File: config.mk
export PLATFORM = sky130hd
export DESIGN_NAME = time_of_day_clock_flat
export DESIGN_NICKNAME = d
export VERILOG_FILES = /design/src/rtl/time_of_day_clock_if.sv /design/src/rtl/time_of_day_clock.sv /design/src/flat_wrapper.sv
export SDC_FILE = /design/constraint.sdc
export NUM_CORES = 1
export LEC_CHECK = 0
export CAP_MARGIN = 20
export CORE_MARGIN = 3
export CORE_UTILIZATION = 45
export CTS_CLUSTER_SIZE = 40
export DETAILED_ROUTE_END_ITERATION = 8
export PLACE_DENSITY = 0.73
export SYNTH_ARGS = -nofsm -noshare
export SYNTH_HDL_FRONTEND = slang
export SYNTH_SLANG_ARGS = --single-unit
File: constraint.sdc
create_clock -name clk -period 5.1 [get_ports clk]
set_clock_uncertainty 0.15 [all_clocks]
set_input_delay 1.02 -clock clk [delete_from_list [all_inputs] [get_ports clk]]
set_output_delay 1.02 -clock clk [all_outputs]
set_load 0.05 [all_outputs]
File: src/rtl/time_of_day_clock_if.sv
// Operator/test-side bundle for time_of_day_clock: tick and load requests in, time and event pulses out.
// The isDay/dayNightEdge pair exists only when DAYNIGHT_EDGE_EN is defined.
interface time_of_day_clock_if;
    logic       secTick;
    logic       loadEn;
    logic [4:0] loadHours;
    logic [5:0] loadMinutes;
    logic [4:0] hoursOut;
    logic [5:0] minutesOut;
    logic       hourPulse;
    logic       midnightPulse;
    logic       loadError;
`ifdef DAYNIGHT_EDGE_EN
    logic       isDay;
    logic       dayNightEdge;

    modport master (
        output secTick, loadEn, loadHours, loadMinutes,
        input  hoursOut, minutesOut, hourPulse, midnightPulse, loadError, isDay, dayNightEdge
    );
    modport slave (
        input  secTick, loadEn, loadHours, loadMinutes,
        output hoursOut, minutesOut, hourPulse, midnightPulse, loadError, isDay, dayNightEdge
    );
`else
    modport master (
        output secTick, loadEn, loadHours, loadMinutes,
        input  hoursOut, minutesOut, hourPulse, midnightPulse, loadError
    );
    modport slave (
        input  secTick, loadEn, loadHours, loadMinutes,
        output hoursOut, minutesOut, hourPulse, midnightPulse, loadError
    );
`endif
endinterface

File: src/rtl/time_of_day_clock.sv
// Hour/minute clock counting prescaled secTick, with validated load and hour/midnight pulses; DAYNIGHT_EDGE_EN adds isDay/dayNightEdge.
// Latency 1 clk from qualifying tick or load to outputs; no backpressure, every secTick/loadEn is consumed on its cycle.
module time_of_day_clock #(
    parameter int TICKS_PER_MINUTE = 60,
    parameter int RESET_HOUR       = 6,
    parameter int RESET_MINUTE     = 0
) (
    input  logic                  clk,
    input  logic                  reset,
    time_of_day_clock_if.slave    bus
);
    localparam logic [7:0] PRESC_LAST = 8'(TICKS_PER_MINUTE - 1);
    localparam logic [4:0] RST_HOURS  = 5'(RESET_HOUR);
    localparam logic [5:0] RST_MINS   = 6'(RESET_MINUTE);

    logic [7:0] prescaler, prescaler_nxt;
    logic [4:0] hours, hours_nxt;
    logic [5:0] minutes, minutes_nxt;
    logic       hour_evt, midnight_evt, load_err, load_ok;
    logic       hour_pulse, midnight_pulse, load_error;

    always_comb begin
        prescaler_nxt = prescaler;
        hours_nxt     = hours;
        minutes_nxt   = minutes;
        hour_evt      = 1'b0;
        midnight_evt  = 1'b0;
        load_err      = 1'b0;
        load_ok       = (bus.loadHours <= 5'd23) && (bus.loadMinutes <= 6'd59);
        // A load, accepted or rejected, always swallows a coincident tick.
        if (bus.loadEn) begin
            if (load_ok) begin
                hours_nxt     = bus.loadHours;
                minutes_nxt   = bus.loadMinutes;
                prescaler_nxt = 8'd0;
            end else begin
                load_err = 1'b1;
            end
        end else if (bus.secTick) begin
            if (prescaler == PRESC_LAST) begin
                prescaler_nxt = 8'd0;
                if (minutes == 6'd59) begin
                    minutes_nxt = 6'd0;
                    hour_evt    = 1'b1;
                    if (hours == 5'd23) begin
                        hours_nxt    = 5'd0;
                        midnight_evt = 1'b1;
                    end else begin
                        hours_nxt = hours + 5'd1;
                    end
                end else begin
                    minutes_nxt = minutes + 6'd1;
                end
            end else begin
                prescaler_nxt = prescaler + 8'd1;
            end
        end
    end

    always_ff @(posedge clk) begin
        if (reset) begin
            prescaler      <= 8'd0;
            hours          <= RST_HOURS;
            minutes        <= RST_MINS;
            hour_pulse     <= 1'b0;
            midnight_pulse <= 1'b0;
            load_error     <= 1'b0;
        end else begin
            prescaler      <= prescaler_nxt;
            hours          <= hours_nxt;
            minutes        <= minutes_nxt;
            hour_pulse     <= hour_evt;
            midnight_pulse <= midnight_evt;
            load_error     <= load_err;
        end
    end

    assign bus.hoursOut      = hours;
    assign bus.minutesOut    = minutes;
    assign bus.hourPulse     = hour_pulse;
    assign bus.midnightPulse = midnight_pulse;
    assign bus.loadError     = load_error;

`ifdef DAYNIGHT_EDGE_EN
    localparam logic RST_DAY = (RESET_HOUR >= 6) && (RESET_HOUR <= 19);

    logic is_day, day_nxt, day_edge;

    assign day_nxt = (hours_nxt >= 5'd6) && (hours_nxt <= 5'd19);

    always_ff @(posedge clk) begin
        if (reset) begin
            is_day   <= RST_DAY;
            day_edge <= 1'b0;
        end else begin
            is_day   <= day_nxt;
            day_edge <= day_nxt ^ is_day;
        end
    end

    assign bus.isDay        = is_day;
    assign bus.dayNightEdge = day_edge;
`endif
endmodule

File: src/flat_wrapper.sv
// flat-port wrapper written by rule: the top's interface ports become plain ports
module time_of_day_clock_flat 
#(
    parameter int TICKS_PER_MINUTE = 60,
    parameter int RESET_HOUR       = 6,
    parameter int RESET_MINUTE     = 0
)
  (clk, reset, bus_secTick, bus_loadEn, bus_loadHours, bus_loadMinutes, bus_hoursOut, bus_minutesOut, bus_hourPulse, bus_midnightPulse, bus_loadError);
  time_of_day_clock_if bus_i ();
  input  logic clk;
  input  logic reset;
  input wire logic [$bits(bus_i.secTick)-1:0] bus_secTick;
  input wire logic [$bits(bus_i.loadEn)-1:0] bus_loadEn;
  input wire logic [$bits(bus_i.loadHours)-1:0] bus_loadHours;
  input wire logic [$bits(bus_i.loadMinutes)-1:0] bus_loadMinutes;
  output wire logic [$bits(bus_i.hoursOut)-1:0] bus_hoursOut;
  output wire logic [$bits(bus_i.minutesOut)-1:0] bus_minutesOut;
  output wire logic [$bits(bus_i.hourPulse)-1:0] bus_hourPulse;
  output wire logic [$bits(bus_i.midnightPulse)-1:0] bus_midnightPulse;
  output wire logic [$bits(bus_i.loadError)-1:0] bus_loadError;
  assign bus_i.secTick = bus_secTick;
  assign bus_i.loadEn = bus_loadEn;
  assign bus_i.loadHours = bus_loadHours;
  assign bus_i.loadMinutes = bus_loadMinutes;
  assign bus_hoursOut = bus_i.hoursOut;
  assign bus_minutesOut = bus_i.minutesOut;
  assign bus_hourPulse = bus_i.hourPulse;
  assign bus_midnightPulse = bus_i.midnightPulse;
  assign bus_loadError = bus_i.loadError;
  time_of_day_clock #(.TICKS_PER_MINUTE(TICKS_PER_MINUTE), .RESET_HOUR(RESET_HOUR), .RESET_MINUTE(RESET_MINUTE)) u_core (.clk(clk), .reset(reset), .bus(bus_i));
endmodule
; Word level (Yosys, flattened, before mapping)
; Index checks and enable logic that the tools add are counted.
[totals]
mem_bits_ro = 0
latch_bits = 0
elab_cells = 47
n_memories = 0
mem_bits_rw = 0
register_bits = 22
input_bits = 15
output_inout_bits = 14
[op_classes]
n_lt_le_gt_ge = 2
reduce_logical = 10
shifts = 0
n_div = 0
mux = 18
bitwise = 4
n_mul = 0
addsub = 3
n_eq_ne = 4
[ops]
columns = cell, n
row1 = $mux W8, 4
row2 = $mux W5, 6
row3 = $mux W6, 5
row4 = $add A8 B1 Y8 const B, 1
row5 = $eq A8 B6 Y1 const B, 1
row6 = $add A6 B1 Y6 const B, 1
row7 = $eq A6 B6 Y1 const B, 1
row8 = $le A6 B6 Y1 const B, 1
row9 = $reduce_bool A2 Y1, 3
row10 = $add A5 B1 Y5 const B, 1
row11 = $eq A5 B5 Y1 const B, 1
row12 = $le A5 B5 Y1 const B, 1
row13 = $reduce_or A5 Y1, 1
row14 = $not A1 Y1, 4
row15 = $reduce_and A4 Y1, 1
row16 = $reduce_or A4 Y1, 1
row17 = $mux W1, 3
row18 = $reduce_and A3 Y1, 1
row19 = $ne A2 B1 Y1 const B, 1
row20 = $reduce_and A2 Y1, 1
row21 = $reduce_or A2 Y1, 1
row22 = $logic_and A1 B1 Y1, 1

; Logic depth before layout (Yosys ltp)
; Gate-level depths: netlist (run 1).
[logic_depth]
ltp_word = 6
mapped_depth = 6
depth_no_buf = 5

; Worst setup path before layout (run 1)
; Ideal clock, no wire load.
[synth_path]
path_kind = input to register
start = input port bus_secTick
end = register u_core.hours[2], in the netlist u_core.bus.hoursOut[2]
cell_stages = 5
t_arrival_ns = 1.988
slack_ns = 2.884
path_buffers = 1
required_time_ns = 4.872
setup_ns = 0.078
path_cell_list = nor2b_1 -> nand3_2 -> buf_6 -> or3_1 -> a32oi_1
[synth_between]
elab_chain_len = 2
[synth_rtl]
columns = element, line_no
row1 = from (decl), flat_wrapper.sv:12  ; input wire logic [$bits(bus_i.secTick)-1:0] bus_secTick;
row2 = $reduce_bool A2 Y1 (no source line), -
row3 = $reduce_and A4 Y1 (no source line), -
row4 = to (signal assigned), time_of_day_clock.sv:70  ; hours <= hours_nxt;
row5 = to (decl), time_of_day_clock.sv:17  ; logic [4:0] hours, hours_nxt;
; Every way passes these cells.
; A chain may end at the register's enable or synchronous reset.

; Final worst setup path (run 1)
[layout_path]
start = input port bus_loadEn
end = register u_core.hours[1], in the netlist u_core.bus.hoursOut[1]
[layout_between]
elab_chain_len = 2
word_cells_on_any_way = 6
cone_classes = eq/ne: 1 / mux: 1 / reduce/logical: 4
[layout_rtl]
columns = element, line_no
row1 = from (decl), flat_wrapper.sv:13  ; input wire logic [$bits(bus_i.loadEn)-1:0] bus_loadEn;
row2 = $ne A2 B1 Y1 (no source line) / $reduce_bool A2 Y1 (equally long branches), -
row3 = $reduce_and A4 Y1 (no source line), -
; Several ways; a longest one is shown, not always the timed one.

==> impl.org, run 1 <==
** Clock network
- The tree built by TritonCTS fans out to 22 sinks.
- CTS-repair resized insts :: 0
- The number of hold buffers added after CTS was 0.
- Clock-pin slew was measured on the worst setup and hold paths at 120 ps.
- The tree is rooted in a sky130_fd_sc_hd__clkbuf_4.
- CTS tree :: done
- In this run the deepest clock path goes through 2 buffers.
- Post CTS Setup Buffer Count :: 0
- In this run the number of H-tree levels came out at 1.
- CTS Buf Count :: 3
- The later pin in the worst-skew pair is clocked with a latency of 310 ps.

** Routing
- In the detailed route, the total length drawn on met3 is about 210 um.
- Highest routed layer :: met4
- After detailed routing, the met2 layer carries 1510 um of wire.
- After the first detailed-routing iteration, the DRC count stood at 82.
- Vias :: 1308
- Routed met1 length :: around 1500 um
- TritonRoute pass-1 iters :: 4
- In the final routed layout, each cell accounts on average for between 15 and 20 um.
- Post-detailed-route DRC marker count :: 0
- Dividing the detail-routed via count by the number of cells gives about 6.3.
- Number of nets still failing antenna checks after routing :: 0
- Aggregate routed wire length :: roughly 3300 um

** Synthesis
- The share of the Yosys chip area taken by registers is between 30% and 40%.
- Counting flops and latches in the post-synthesis netlist gives 22.
- Post-synthesis instance area :: 1320 sq um
- Post-Synthesis Net Count :: 170
- Cell count after synthesis :: 152
- Syn_area_per_cell :: between 8 and 9 sq um
- Total number of yosys warnings :: 0
- Counting distinct cell types in the post-synthesis netlist gives 47.
- The synthesized design contains 0 enable-type register cells.
- Fraction of registers with async set/reset :: 0%
- Prevailing post-synth register cell :: sky130_fd_sc_hd__dfxtp_1

** Hold path
- Class of the most critical hold timing path :: register to register

** Timing
- Static timing analysis puts the maximum clock frequency at between 200 and 300 MHz.
- Setup repair after global routing left no endpoint under its margin.
- The smallest clock period supported by the final layout is computed as roughly 3400 ps.
- Dividing the final minimum period by the clock period gives about two thirds.
- Setup violations remaining at the end of the flow were counted as 0.
- In this run the tightest slew margin relative to its limit is between 30% and 40%.
- Final-report hold violation count :: 0
- The number of pins exceeding their max-slew limit in the final report came to 0.
- At the pin with the least slew margin, the transition time is 910 ps.
- Setup total negative slack on the finished layout was measured at 0 ps.

** Power and ir drop
- Power Density :: around 230 nW/um^2
- Max IR drop VDD :: 0.154 mV
- Static leakage :: 0.591 nW
- Post-layout total power :: ~0.00038 W

** Die
- Number of I/O pins :: 29
- Die height :: 60.1 um
- Die Outline Area :: 3610 sq um
- Core area :: 2640 sq um
- After floorplanning, the core was divided into 18 placement rows.
- The initial utilization of the core area, before any placement, comes to 49.9%.
- The die is 60.1 um wide.

** Finish
- Relative to the synthesized area, the layout overhead comes to 24.3%.
- Total area of multi-input combinational cells :: 825 sq um
- The library cells used most frequently in the layout, excluding fill and tap cells, are sky130_fd_sc_hd__clkdlybuf4s50_1 (28), sky130_fd_sc_hd__dfxtp_1 (22), sky130_fd_sc_hd__nand2_1 (12).
- Of the cells placed in the final design, the portion with a size suffix greater than 1 is around 7.3%.
- After filler insertion, the fill cell instance count of the layout stands at 233.
- Most common library cell in the layout ignoring fill and taps :: sky130_fd_sc_hd__clkdlybuf4s50_1
- At the end of the flow, the number of nets in the layout was 196.
- Register Area :: 440 sq um
- Antenna cell count :: 0
- At the end of the flow the core is filled with cells to 62.0%.

** Critical path
- STA puts the critical path data arrival time at 3480 ps.
- By startpoint and endpoint, the worst setup path is classified as input pin to register.
- Crit-path cells :: clkdlybuf4s50_1 -> nor2b_1 -> nand3_2 -> o21ai_0 -> mux2i_1
- CP Max Fanout :: 27
- CP peak stage delay :: just under 900 ps
- Required time of the critical path :: 5200 ps
- Slowest stage cell on the critical path :: sky130_fd_sc_hd__clkdlybuf4s50_1
- Dominant delay contributor by cell family on the critical path :: buffers and inverters
- Type of element launching the critical path :: input pin
- Crit. End Element :: register
- Critical path buffer and inverter count :: 1

** Global routing
- GRT Resource Usage Total :: 19.6%
- The first global-routing pass estimated 5460 um of wire.
- Initial antenna violation count :: 0
- Overflow after GRT :: 0
- The via count of the first global-routing pass was 1230.
- Entering global routing, the biggest net connects 28 pins.

** Placement
- Once detailed placement completed, the half-perimeter wirelength came to 2380 um.
- Routability congestion estimate :: about 0.86
- Port buffering added 28 buffers.

** Job
- The tool flagged a number of max-cap violations equal to 0.

** Outcome
- The run finished with clean final reports.
[registers in the layout (all words and copies together) (netlist names)]
name,cells
u_core.bus.hoursOut,5
u_core.prescaler,8
u_core.bus.midnightPulse,1
u_core.bus.hourPulse,1
u_core.bus.loadError,1
u_core.bus.minutesOut,6
[stage by stage]
stage	instances	cell area, sq um	setup WS, ps	hold WS [ps]
2_1_floorplan	152	1320	2880	317
3_3_place_gp	203	1600	1600	341
3_5_place_dp	203	1600	1470	347
4_1_cts	207	1630	1790	364
5_1_grt	207	1630	1520	382
6_report	207	1630	1720	362
[worst register-to-register path, cell delays in order (launching register included)]
cell and delay, ps:
sky130_fd_sc_hd__dfxtp_1 400, sky130_fd_sc_hd__ha_1 240, sky130_fd_sc_hd__and4b_2 320, sky130_fd_sc_hd__nand3_2 230, sky130_fd_sc_hd__o21ai_0 520, sky130_fd_sc_hd__mux2i_1 250
[Yosys cell counts, drive strengths merged, types with 3 or more instances]
master / n / area [sq um]
dfxtp: 22 / 440
nand2: 12 / 45.0
nand3: 10 / 55.1
nor2: 10 / 37.5
a21oi: 9 / 45.0
nor2b: 7 / 43.8
a221oi: 6 / 52.6
clkbuf: 5 / 18.8
mux2i: 5 / 50.1
o21ai: 5 / 25.0
a211oi: 4 / 42.5
and4b: 4 / 41.3
inv: 4 / 15.0
ha: 3 / 37.5
nand2b: 3 / 18.8
[layer usage]
metal | vias up | GRT usage (%)
met4 | 0 | 8.54
met5 | - | 0
met3 | 6 | 3.02
met2 | 49 | 31.3
li1 | 634 | -
met1 | 619 | 26.0
[area by class of cell]
| class | instances | share of cell area (%) |
|---|---|---|
| Multi-Input combinational cell | 119 | 50.5 |
| Sequential cell | 22 | 27.0 |
| Timing Repair Buffer | 28 | 17.2 |
| Tap cell | 30 | 2.30 |
| Clock buffer | 4 | 2.22 |
| Inverter | 4 | 0.919 |
[power by group]
part,switching [W],internal (W)
logic,0.0000535,0.0000385
clock network,0.0000547,0.0000436
registers,0.0000103,0.000179
total,0.000118,0.000261
[final timing paths]
check,from,endpoint,slack [ps],depth (start not counted)
setup reg to reg,u_core.prescaler[0],u_core.bus.hoursOut[1],2920,5
hold / removal,u_core.prescaler[7],u_core.prescaler[7],360,1
setup / recovery,bus_loadEn,u_core.bus.hoursOut[1],1720,5
hold reg to reg,u_core.prescaler[7],u_core.prescaler[7],360,1
[cells by family after synthesis]
kind of cell,Yosys count,share of synthesized area [%]
mux,6,4.66
simple gates,65,29.4
xor+xnor,1,0.666
buf+inv,11,3.81
flops,22,33.5
compound gates,44,25.1
fa+ha+maj,3,2.85
No activity file was read; power rests on OpenSTA's default activity.
==> run 2: changes to the inputs <==
--- a/config.mk
+++ b/config.mk
@@ -10,7 +10,7 @@
 export CORE_UTILIZATION = 45
 export CTS_CLUSTER_SIZE = 40
 export DETAILED_ROUTE_END_ITERATION = 8
-export PLACE_DENSITY = 0.73
+export PLACE_DENSITY = 0.76
 export SYNTH_ARGS = -nofsm -noshare
 export SYNTH_HDL_FRONTEND = slang
 export SYNTH_SLANG_ARGS = --single-unit
==> constraint.sdc (replaced) <==
create_clock -name clk -period 2.9 [get_ports clk]
set_clock_uncertainty 0.15 [all_clocks]
set_input_delay 0.58 -clock clk [delete_from_list [all_inputs] [get_ports clk]]
set_output_delay 0.58 -clock clk [all_outputs]
set_load 0.05 [all_outputs]
==> impl.org, run 2 (same netlist as run 1, synthesis figures left out) <==
** Clock network
- Clock network latency to the later pin of the worst-skew pair :: 330 ps
- Clock tree root driver cell :: sky130_fd_sc_hd__clkbuf_4
- The tree built by TritonCTS fans out to 22 sinks.
- CTS built an H-tree with a depth of 1.
- Buffers inserted to repair hold after CTS numbered 0.
- In this run the deepest clock path goes through 2 buffers.
- CTS-repair resized insts :: 0
- The number of setup buffers added after CTS is 0.
- Clock-pin slew was measured on the worst setup and hold paths at roughly 130 ps.
- TritonCTS built the clock tree.
- TritonCTS created 3 clock buffers.

** Timing
- Total setup violations reported at the end of the flow :: 0
- At the pin with the least slew margin, the transition time is 646 ps.
- Final min period :: 2420 ps
- Fmax achieved :: 414 MHz
- Fin. max-slew vios :: 0
- Measured against its own limit, the worst slew margin works out to 56.7%.
- Final-layout setup total negative slack :: 0 ps
- Final worst setup slack :: 482 ps
- Setup repair after global routing left no endpoint under its margin.
- The final critical path takes up 83.4% of the cycle.
- The final number of hold-violating endpoints came to 0.

** Routing
- TritonRoute pass-1 iters :: 5
- In the routed layout, each cell is associated on average with a via count of 6.27.
- The final route contains roughly 1300 vias.
- Number of nets still failing antenna checks after routing :: 0
- The final layout contains routed wiring with a total length of 3290 um.
- After detailed routing, the average wire length per cell comes to 15.6 um.
- 1st-iter DRT viols :: between 80 and 90
- For this run, design rule violations remaining after detail routing come to 0.

** Global routing
- Across every metal layer, demand over resource in global routing totals 19.8%.
- Global routing finished with a remaining overflow of 0.
- The via count of the first global-routing pass was 1140.
- First-pass GRT wire length :: 5310 um
- Largest net degree at the start of global routing :: 16
- Initial antenna violation count :: 0

** Critical path
- Type of element launching the critical path :: register
- Crit. End Element :: primary output
- Data on the critical path arrives at its endpoint at 1690 ps.
- The number of buffers and inverters on the critical path is 1.
- Required time of the critical path :: 2170 ps
- On the worst path, the slowest cell contributes a delay of around 860 ps.
- Slowest stage cell on the critical path :: sky130_fd_sc_hd__clkdlybuf4s50_1
- CP Max Fanout :: 10
- On the critical path the largest part of the delay comes from buffers and inverters.
- Worst setup path class :: register to primary output
- Crit-path cells :: clkdlybuf4s50_1

** Power and ir drop
- Static leakage :: 0.618 nW
- Max IR drop VDD :: 0.455 mV
- Power Density :: approximately 440 nW/um^2

** Die
- Row generation in the floorplan step produced 18 rows.
- Die Outline Area :: 3610 sq um
- Once the floorplan was initialized, standard cells occupied 49.9% of the core.
- Core area :: 2640 sq um
- In this run the count of I/O pins placed on the die edge is 29.
- X dimension of the die :: about 60 um
- The die is between 60 and 70 um tall.

** Finish
- Fraction of final layout cells sized beyond drive strength 1 :: 9.39%
- Reg with most FFs :: u_core.prescaler
- Register Area :: 440 sq um
- The repair_antennas step left the layout with diodes totalling 0.
- Number of fill cells in the layout :: 216
- Leaving out fill and tap cells, the most frequent cell in the layout is sky130_fd_sc_hd__clkdlybuf4s50_1.
- The area growth from synthesis to layout is 27.8%.
- In the final layout, the multi-input gates occupy 825 sq um.
- The top cell types in the final layout, fill and taps aside, are sky130_fd_sc_hd__clkdlybuf4s50_1 (28), sky130_fd_sc_hd__dfxtp_1 (22), sky130_fd_sc_hd__nand2_1 (12).
- Post-layout net count :: 200
- Flip-flop count of the largest register after layout :: 8

** Outcome
- Result of the run :: finished, final reports clean

** Placement
- DP HPWL :: 2510 um
- Worst slack at placement :: 363 ps
- Routability congestion estimate :: approximately 0.85
- Input and output buffers added on the ports amount to 28.

** Hold path
- In this run the worst hold path is classified as register to register.

** Job
- Count of max-cap constraint violations :: 0
-- run 2: cell types whose count changed in the layout (fill, tap and decap cells not counted) --
cell	previous run	this run
sky130_fd_sc_hd__buf_4	0	4
sky130_fd_sc_hd__bufinv_16	0	1
sky130_fd_sc_hd__clkbuf_8	1	0
-- run 2: path summary, 6_finish.rpt --
check / startpoint / to / cells past startpoint / slack, ps
max reg2reg: u_core.prescaler[0] / u_core.bus.hoursOut[2] / 5 / 680
min: u_core.prescaler[7] / u_core.prescaler[7] / 1 / 360
max: u_core.bus.minutesOut[3] / bus_minutesOut[3] / 1 / 480
min reg2reg: u_core.prescaler[7] / u_core.prescaler[7] / 1 / 360
-- run 2: layout make-up --
class                   instances  share of cell area (%)
inverters                       4                   0.894
well taps                      30                    2.23
repair buffers                 32                    18.5
clock buffers                   3                    1.34
flip-flops and latches         22                    26.2
multi-input cells             119                    49.1
clock inverters                 1                    1.79
-- run 2: report_power, final --
part | switching [W] | internal, W | total (W)
Clock | 0.000103 | 0.000140 | 0.000243
Combinational | 0.0000950 | 0.0000707 | 0.000166
Sequential | 0.0000177 | 0.000315 | 0.000333
-- run 2: per-layer routing --
layer  vias up  GRT usage (%)  wire (um)
met1       621           26.5       1530
met2        54           30.6       1460
li1        644              -          -
met3         4           6.48        275
met4         0           5.06         26
met5         -              0          0
-- run 2: per-stage QoR --
step	hold WS, ps	cell area (sq um)	power, W	util [%]	cells
floorplan	317	1320	0.000440	-	152
global placement	338	1630	0.000500	61.8	207
detailed placement	348	1630	0.000504	61.8	207
CTS	366	1680	0.000746	63.8	211
finish	362	1680	0.000741	63.8	211
global route	380	1680	0.000774	63.8	211
